`src/rtl/game_round_ctrl.sv`:
```
// Round sequencer for the switch-matching game: target latch, scoring, BCD seconds timer.
// Optional: define GAME_MISS_PENALTY_EN to take one point off the score for each missed round.
module game_round_ctrl #(
    parameter int unsigned TICKS_PER_SEC = 50_000_000,
    parameter int unsigned ROUND_SECONDS = 60
) (
    input  logic       clk,
    input  logic       reset_b,
    input  logic       start,
    input  logic       submit,
    input  logic [2:0] rand1,
    input  logic [2:0] rand2,
    input  logic [2:0] rand3,
    input  logic [5:0] guess,
    output logic       rand_en,
    output logic [5:0] target,
    output logic [2:0] match,
    output logic [7:0] score,
    output logic [3:0] time_ones,
    output logic [3:0] time_tens,
    output logic       round_active,
    output logic       game_over
);

    localparam int unsigned PW = (TICKS_PER_SEC > 2) ? $clog2(TICKS_PER_SEC) : 1;
    localparam logic [PW-1:0] PRE_RELOAD = PW'(TICKS_PER_SEC - 1);
    localparam logic [3:0]    END_ONES   = 4'(ROUND_SECONDS % 10);
    localparam logic [3:0]    END_TENS   = 4'(ROUND_SECONDS / 10);

    typedef enum logic [2:0] {
        S_IDLE    = 3'd0,
        S_LOAD    = 3'd1,
        S_WAIT_IN = 3'd2,
        S_CHECK   = 3'd3,
        S_NEXT    = 3'd4,
        S_DONE    = 3'd5
    } state_e;

    state_e        state_q, state_d;
    logic          start_q, submit_q;
    logic [5:0]    target_q, target_d;
    logic [2:0]    match_q, match_d;
    logic [7:0]    score_q, score_d;
    logic [3:0]    ones_q, ones_d, tens_q, tens_d;
    logic [PW-1:0] pre_q, pre_d;
    logic          rand_en_q, rand_en_d;
    logic          active_q, active_d;
    logic          over_q, over_d;

    logic          start_edge, submit_edge, in_round, tick, timeout;
    logic [2:0]    hit;

    function automatic logic [1:0] mod3(input logic [2:0] v);
        return 2'(v % 3'd3);
    endfunction

    assign start_edge  = start & ~start_q;
    assign submit_edge = submit & ~submit_q;
    assign in_round    = (state_q == S_LOAD) || (state_q == S_WAIT_IN) ||
                         (state_q == S_CHECK) || (state_q == S_NEXT);
    assign tick        = in_round && (pre_q == '0);
    assign hit         = {guess[5:4] == target_q[5:4],
                          guess[3:2] == target_q[3:2],
                          guess[1:0] == target_q[1:0]};

    // State and datapath registers
    always_ff @(posedge clk or negedge reset_b) begin
        if (!reset_b) begin
            state_q   <= S_IDLE;
            start_q   <= 1'b0;
            submit_q  <= 1'b0;
            target_q  <= '0;
            match_q   <= '0;
            score_q   <= '0;
            ones_q    <= '0;
            tens_q    <= '0;
            pre_q     <= PRE_RELOAD;
            rand_en_q <= 1'b1;
            active_q  <= 1'b0;
            over_q    <= 1'b0;
        end else begin
            state_q   <= state_d;
            start_q   <= start;
            submit_q  <= submit;
            target_q  <= target_d;
            match_q   <= match_d;
            score_q   <= score_d;
            ones_q    <= ones_d;
            tens_q    <= tens_d;
            pre_q     <= pre_d;
            rand_en_q <= rand_en_d;
            active_q  <= active_d;
            over_q    <= over_d;
        end
    end

    // Next-state, timer and scoring logic
    always_comb begin
        state_d  = state_q;
        target_d = target_q;
        match_d  = match_q;
        score_d  = score_q;
        ones_d   = ones_q;
        tens_d   = tens_q;
        pre_d    = pre_q;
        timeout  = 1'b0;

        if (in_round) begin
            pre_d = tick ? PRE_RELOAD : pre_q - PW'(1);
        end
        if (tick) begin
            if (ones_q == 4'd9) begin
                ones_d = 4'd0;
                tens_d = tens_q + 4'd1;
            end else begin
                ones_d = ones_q + 4'd1;
            end
            timeout = (ones_d == END_ONES) && (tens_d == END_TENS);
        end

        unique case (state_q)
            S_IDLE, S_DONE: begin
                if (start_edge) begin
                    score_d = '0;
                    ones_d  = '0;
                    tens_d  = '0;
                    match_d = '0;
                    pre_d   = PRE_RELOAD;
                    state_d = S_LOAD;
                end
            end
            S_LOAD: begin
                target_d = {mod3(rand1), mod3(rand2), mod3(rand3)};
                state_d  = S_WAIT_IN;
            end
            S_WAIT_IN: begin
                if (submit_edge) state_d = S_CHECK;
            end
            S_CHECK: begin
                match_d = hit;
                if (hit == 3'b111) begin
                    if (score_q != 8'hFF) score_d = score_q + 8'd1;
                end else begin
`ifdef GAME_MISS_PENALTY_EN
                    if (score_q != 8'h00) score_d = score_q - 8'd1;
`else
                    score_d = score_q;
`endif
                end
                state_d = S_NEXT;
            end
            S_NEXT:  state_d = S_LOAD;
            default: state_d = S_IDLE;
        endcase

        // Expiry overrides any pending transition; CHECK's score update still lands
        if (timeout) state_d = S_DONE;

        rand_en_d = (state_d == S_IDLE) || (state_d == S_NEXT) || (state_d == S_DONE);
        active_d  = (state_d == S_LOAD) || (state_d == S_WAIT_IN) ||
                    (state_d == S_CHECK) || (state_d == S_NEXT);
        over_d    = (state_d == S_DONE);
    end

    assign rand_en      = rand_en_q;
    assign target       = target_q;
    assign match        = match_q;
    assign score        = score_q;
    assign time_ones    = ones_q;
    assign time_tens    = tens_q;
    assign round_active = active_q;
    assign game_over    = over_q;

endmodule
```
`config.mk`:
```
export PLATFORM = sky130hd
export DESIGN_NAME = game_round_ctrl
export DESIGN_NICKNAME = d
export VERILOG_FILES = /design/src/rtl/game_round_ctrl.sv
export SDC_FILE = /design/constraint.sdc
export NUM_CORES = 1
export LEC_CHECK = 0
export CAP_MARGIN = 20
export CELL_PAD_IN_SITES_DETAIL_PLACEMENT = 0
export CELL_PAD_IN_SITES_GLOBAL_PLACEMENT = 1
export CORE_MARGIN = 5
export CORE_UTILIZATION = 47
export CTS_BUF_LIST = sky130_fd_sc_hd__clkbuf_4
export CTS_CLUSTER_DIAMETER = 50
export DETAILED_ROUTE_END_ITERATION = 7
export HOLD_SLACK_MARGIN = 0.12
export PLACE_DENSITY = 0.89
export SLEW_MARGIN = 30
export SYNTH_ARGS = -nofsm -noshare
export SYNTH_HDL_FRONTEND = slang
export SYNTH_SLANG_ARGS = --single-unit
export TNS_END_PERCENT = 5
```
`constraint.sdc`:
```
create_clock -name clk -period 6.96 [get_ports clk]
set_input_delay 1.044 -clock clk [delete_from_list [all_inputs] [get_ports clk]]
set_output_delay 1.044 -clock clk [all_outputs]
set_load 0.02 [all_outputs]
```
# Word level (Yosys, flattened, before mapping)
# Index checks and enable logic that the tools add are counted.
[classes] addsub=4 div_mod_pow=3 n_eq_ne=20 mux=25 n_bitwise=4 n_reduce_logical=18
[op_table] op="$mux 26" count=4
[op_table] op="$mux 4" count=10
[op_table] op="$logic_not 26->1" count=1
[op_table] op="$sub 26x1->26 const B" count=1
[op_table] op="$mux 8" count=3
[op_table] op="$pmux 8 s2" count=1
[op_table] op="$eq 3x3->1 const B" count=5
[op_table] op="$pmux 3 s5" count=1
[op_table] op="$eq 3x2->1 const B" count=4
[op_table] op="$mux 3" count=4
[op_table] op="$mod 3x2->3 const B" count=3
[op_table] op="$add 4x1->4 const B" count=2
[op_table] op="$add 8x1->8 const B" count=1
[op_table] op="$logic_or 1x1->1" count=8
[op_table] op="$ne 8x8->1 const B" count=1
[op_table] op="$eq 2x2->1" count=3
[op_table] op="$eq 3x1->1 const B" count=2
[op_table] op="$logic_not 3->1" count=2
[op_table] op="$pmux 3 s2" count=1
[op_table] op="$eq 4x3->1 const B" count=1
[op_table] op="$eq 4x4->1 const B" count=1
[op_table] op="$logic_not 4->1" count=1
[op_table] op="$ne 2x1->1 const B" count=2
[op_table] op="$reduce_and 4->1" count=1
[op_table] op="8 further kinds" count=11
[word_totals] ff_bits=59 input_bits=19 word_cells=86

# Logic depth before layout (Yosys ltp)
[depth] ltp_word=14 ltp_mapped=7

# Least setup slack after synthesis
# Ideal clock, no wire load.
[synth_path] path_type="input to register" start="input port guess[5]" end="register score_q[2] (netlist: score[2])" setup_time_ps=120 t_arrival_ps=2435 required_time_ps=6840 path_slack_ps=4405 stages=6 n_path_buf=1 cell_sequence="xor2_1 or3_1 a311oi_1 clkbuf_1 a211oi_1 a41o_1"
[synth_between] elab_chain_len=4
[synth_lines] element="from (decl)" line="14" rtl="input logic [5:0] guess,"
[synth_lines] element="$eq 2x2->1" line="62" rtl="assign hit = {guess[5:4] == target_q[5:4],"
[synth_lines] element="$eq 3x3->1" line="141" rtl="if (hit == 3'b111) begin"
[synth_lines] element="$ne 2x1->1 (no line)"
[synth_lines] element="$reduce_and 4->1 (no line)"
[synth_lines] element="to (signal assigned)" line="87" rtl="score_q <= score_d;"
[synth_lines] element="to (decl)" line="43" rtl="logic [7:0] score_q, score_d;"
# No other way between the ends.
# A chain may end at the register's enable or synchronous reset.

# Worst setup path after layout
[layout_path] start="register pre_q[9]" end="register pre_q[24]"
[layout_between] elab_chain_len=6 word_cells_on_any_way=7 cone_classes="1 x add/sub; 4 x mux; 2 x reduce/logical"
[layout_lines] element="from (decl)" line="45" rtl="logic [PW-1:0] pre_q, pre_d;"
[layout_lines] element="from (signal assigned)" line="90" rtl="pre_q <= pre_d;"
[layout_lines] element="branches (longest 2 deep; another with $sub 26x1->26)"
[layout_lines] element="$mux 26 *" line="109" rtl="pre_d = tick ? PRE_RELOAD : pre_q - PW'(1);"
[layout_lines] element="$mux 26 *" line="108" rtl="if (in_round) begin"
[layout_lines] element="$mux 26" line="123" rtl="if (start_edge) begin"
[layout_lines] element="$mux 26 *" line="121" rtl="unique case (state_q)"
[layout_lines] element="named net pre_d[24]" line="45"
# Mark *: on every way through the listed nets, which the timed path passes.

==> impl_metrics.ini <==
[worst_hold_path]
worst_hold_startpoint = pre_q[22]
hold_path.class = reg -> reg

[timing]
fin_worst_skew_ps = 12.7
period_share_pct = 39.9
tightest_slew_ps = 723
hold_viol = 0
fin_ws_ps = 4180
fin_crit_ps = 2780
slew_headroom_pct = 51.8
finalSetupTns_ps = 0
rsz0062_at_grt = false
finalMaxSlewViolations = 0
setup_violations = 0
fmax_ghz = 0.360

[drt]
drt-total-wl_mm = 6.56
drt-wirelength-per-cell_um = 13.9
dr.pass1.iters = 4
vias = 2553
drtIter0Drc = 143
ant_nets = 0
viasPerCell = 5.41
drc = 0

[floorplan]
ios = 47
dieArea_um2 = 8600
coreArea_um2 = 6720
rows = 30
die_w_um = 92.8
initial_core_util_pct = 47.9
die_h_um = 92.8

[clocking]
clock_latency_ps = 370
clock-root-buffer = clkbuf_4
postCtsHoldBufs = 0
numCtsBuffers = 9
cts.htree.levels = 3
cts_sinks = 59
clk_path_buf_depth = 2
cts.repair.resized = 0
path_clk_slew_ps = 100
postCtsSetupBuffers = 0
cts_tree = built

[yosys]
synth_seq_cells = 59
synth_edf_count = 0
syn_nets = 361
async_reset_ff_share_pct = 100
synth_cells = 336
syn_area_per_cell_um2 = 9.58
synthDistinctLibCells = 51
yosys_warnings = 0
synth_top_area_share_pct = 31.1
synth_area_um2 = 3220
synth-main-ff-cell = dfrtp_1
ys_seq_area_share_pct = 46.6
synth_area_leader_cell = dfrtp_1
synth_area_leaders = dfrtp_1, dfstp_2, xor2_1, nand2_1, nor2_1

[power]
ir_drop_mv = 0.176
p_per_area_nw_per_um2 = 271
power.leakage_uw = 0.00159
power_uw = 1060

[worst_setup_path]
crit_fanout = 13
arrival_ps = 3080
crit_path_start_kind = flop
critPathKind = reg -> reg
crit_path_cell_trace = or4_4 -> nor4_4 -> nand3_1 -> or4b_2 -> a21oi_1
cp_top_family = simple AND/OR/NAND/NOR gates
crit_start = pre_q[9]
required_ps = 7260
cp_num_buf_inv = 0
max_stage_delay_ps = 650
crit_path_end_kind = flop
critPathSlowestCell = or4b_2
reg2reg_from = pre_q[9]

[final_layout]
drive_gt1_share_pct = 14.0
antenna_cells = 0
n_fill_cell = 595
nets = 412
syn_to_final_growth_pct = 21.4
layout.cells.non_filler = 472
finish.utilization_pct = 58.2

[grt]
top_usage_layer = met2
grt_pass1_wl_mm = 11.6
grt_usage_pct = 16.7
grt_pass1_vias = 2523
grt_max_degree = 60
use_met3_pct = 4.47
grt_overflow = 0
use_met2_pct = 26.1
antenna_found_initial = 0
use_met1_pct = 22.0

[run]
cap_viol_max_count = 0

[placement]
portBuffers = 46
dp_worst_setup_slack_ps = 3790
dp_hpwl_mm = 4.63
place.gp.congestion = 0.754
placed_cells = 456

[outcome]
status = completed
-- sequential cells by signal, summed over array words and instances (netlist names) --
| signal | cells |
|---|---|
| match | 3 |
| rand_en | 1 |
| submit_q | 1 |
| time_ones | 4 |
| time_tens | 4 |
| state_q | 3 |
| game_over | 1 |
| round_active | 1 |
| score | 8 |
| pre_q | 26 |
| start_q | 1 |
| target | 6 |
-- per-stage QoR --
stage	hold slack (ps)	instance area [um2]
floorplan	479	3220
detailed placement	511	3770
global placement	496	3770
finish	529	3910
CTS	525	3910
global route	576	3910
-- worst min-delay path, delay by kind of cell (launching register included) --
family	cells	cell delay, ps
AND/OR/NAND/NOR	1	80
flip-flops	1	390
AO/OA/AOI/OAI	1	60
-- final cells by class --
type                            instances  area [um2]  area share (%)
Timing Repair Buffer                   52         500            12.8
Tap cell                               80         100            2.56
Clock inverter                          3        38.8           0.993
Multi-Input combinational cell        255        1630            41.8
Sequential cell                        59        1500            38.4
Clock buffer                           13        97.6            2.50
Inverter                               10        37.5           0.961
-- Yosys cell counts (2+ instances only) --
library cell,count
clkbuf_1,9
nor4_1,2
or4_4,3
a21oi_1,12
nor3_1,7
nor2_1,33
or2_2,2
xor2_1,24
mux2i_1,4
or3_1,7
nand2_1,37
nand3b_1,5
a31oi_1,5
o211ai_1,2
nand3_1,15
ha_1,6
nor2b_1,9
dfstp_2,19
xnor2_1,10
or4_1,2
o21ai_0,16
nand4b_1,3
and3_1,5
buf_2,3
nor4_4,2
and2_1,2
o31ai_1,6
nand2b_1,6
inv_1,10
nand4_1,10
dfrtp_1,40
-- power breakdown --
part	switching, uW	internal (uW)	total (uW)
Combinational	186	161	347
Clock	115	125	240
Sequential	62.2	410	472
Total	364	695	1060
-- kinds of logic after synthesis --
kind of cell / synth area share (%)
compound gates: 10.1
buf+inv: 2.68
fa+ha+maj: 2.33
simple gates: 27.4
mux: 1.59
flops: 46.6
xor+xnor: 9.25
-- final timing paths --
path	endpoint	slack [ps]	depth (start not counted)
setup / recovery	pre_q[24]	4180	5
hold / removal	pre_q[22]	530	2
setup reg to reg	pre_q[24]	4180	5
hold reg to reg	pre_q[22]	530	2
max in group asynchronous	target[5]	5670	2
min in group asynchronous	submit_q	810	2
-- layer usage --
metal  part of all wire [%]  vias up
met2                     47       55
li1                       -     1289
met1                     47     1203
met5                      0        -
met3                    5.3        6
met4                    1.2        0
-- placed cells by master, fill, tap and decap left out, drive strengths merged, types with 3 or more instances in the layout --
cell,instances
nand3,15
inv,10
buf,7
or3,7
a21oi,12
o21ai,16
xnor2,10
ha,6
nand2b,6
nor2b,9
nand4,11
clkdlybuf4s50,45
nor3,7
o31ai,6
mux2i,4
and3,5
clkbuf,13
nand3b,5
nor2,34
nor4,4
xor2,24
and2,3
nand4b,3
a31oi,5
nand2,37
or4,5
dfstp,19
dfrtp,40
(Power assumes the default switching activity.)
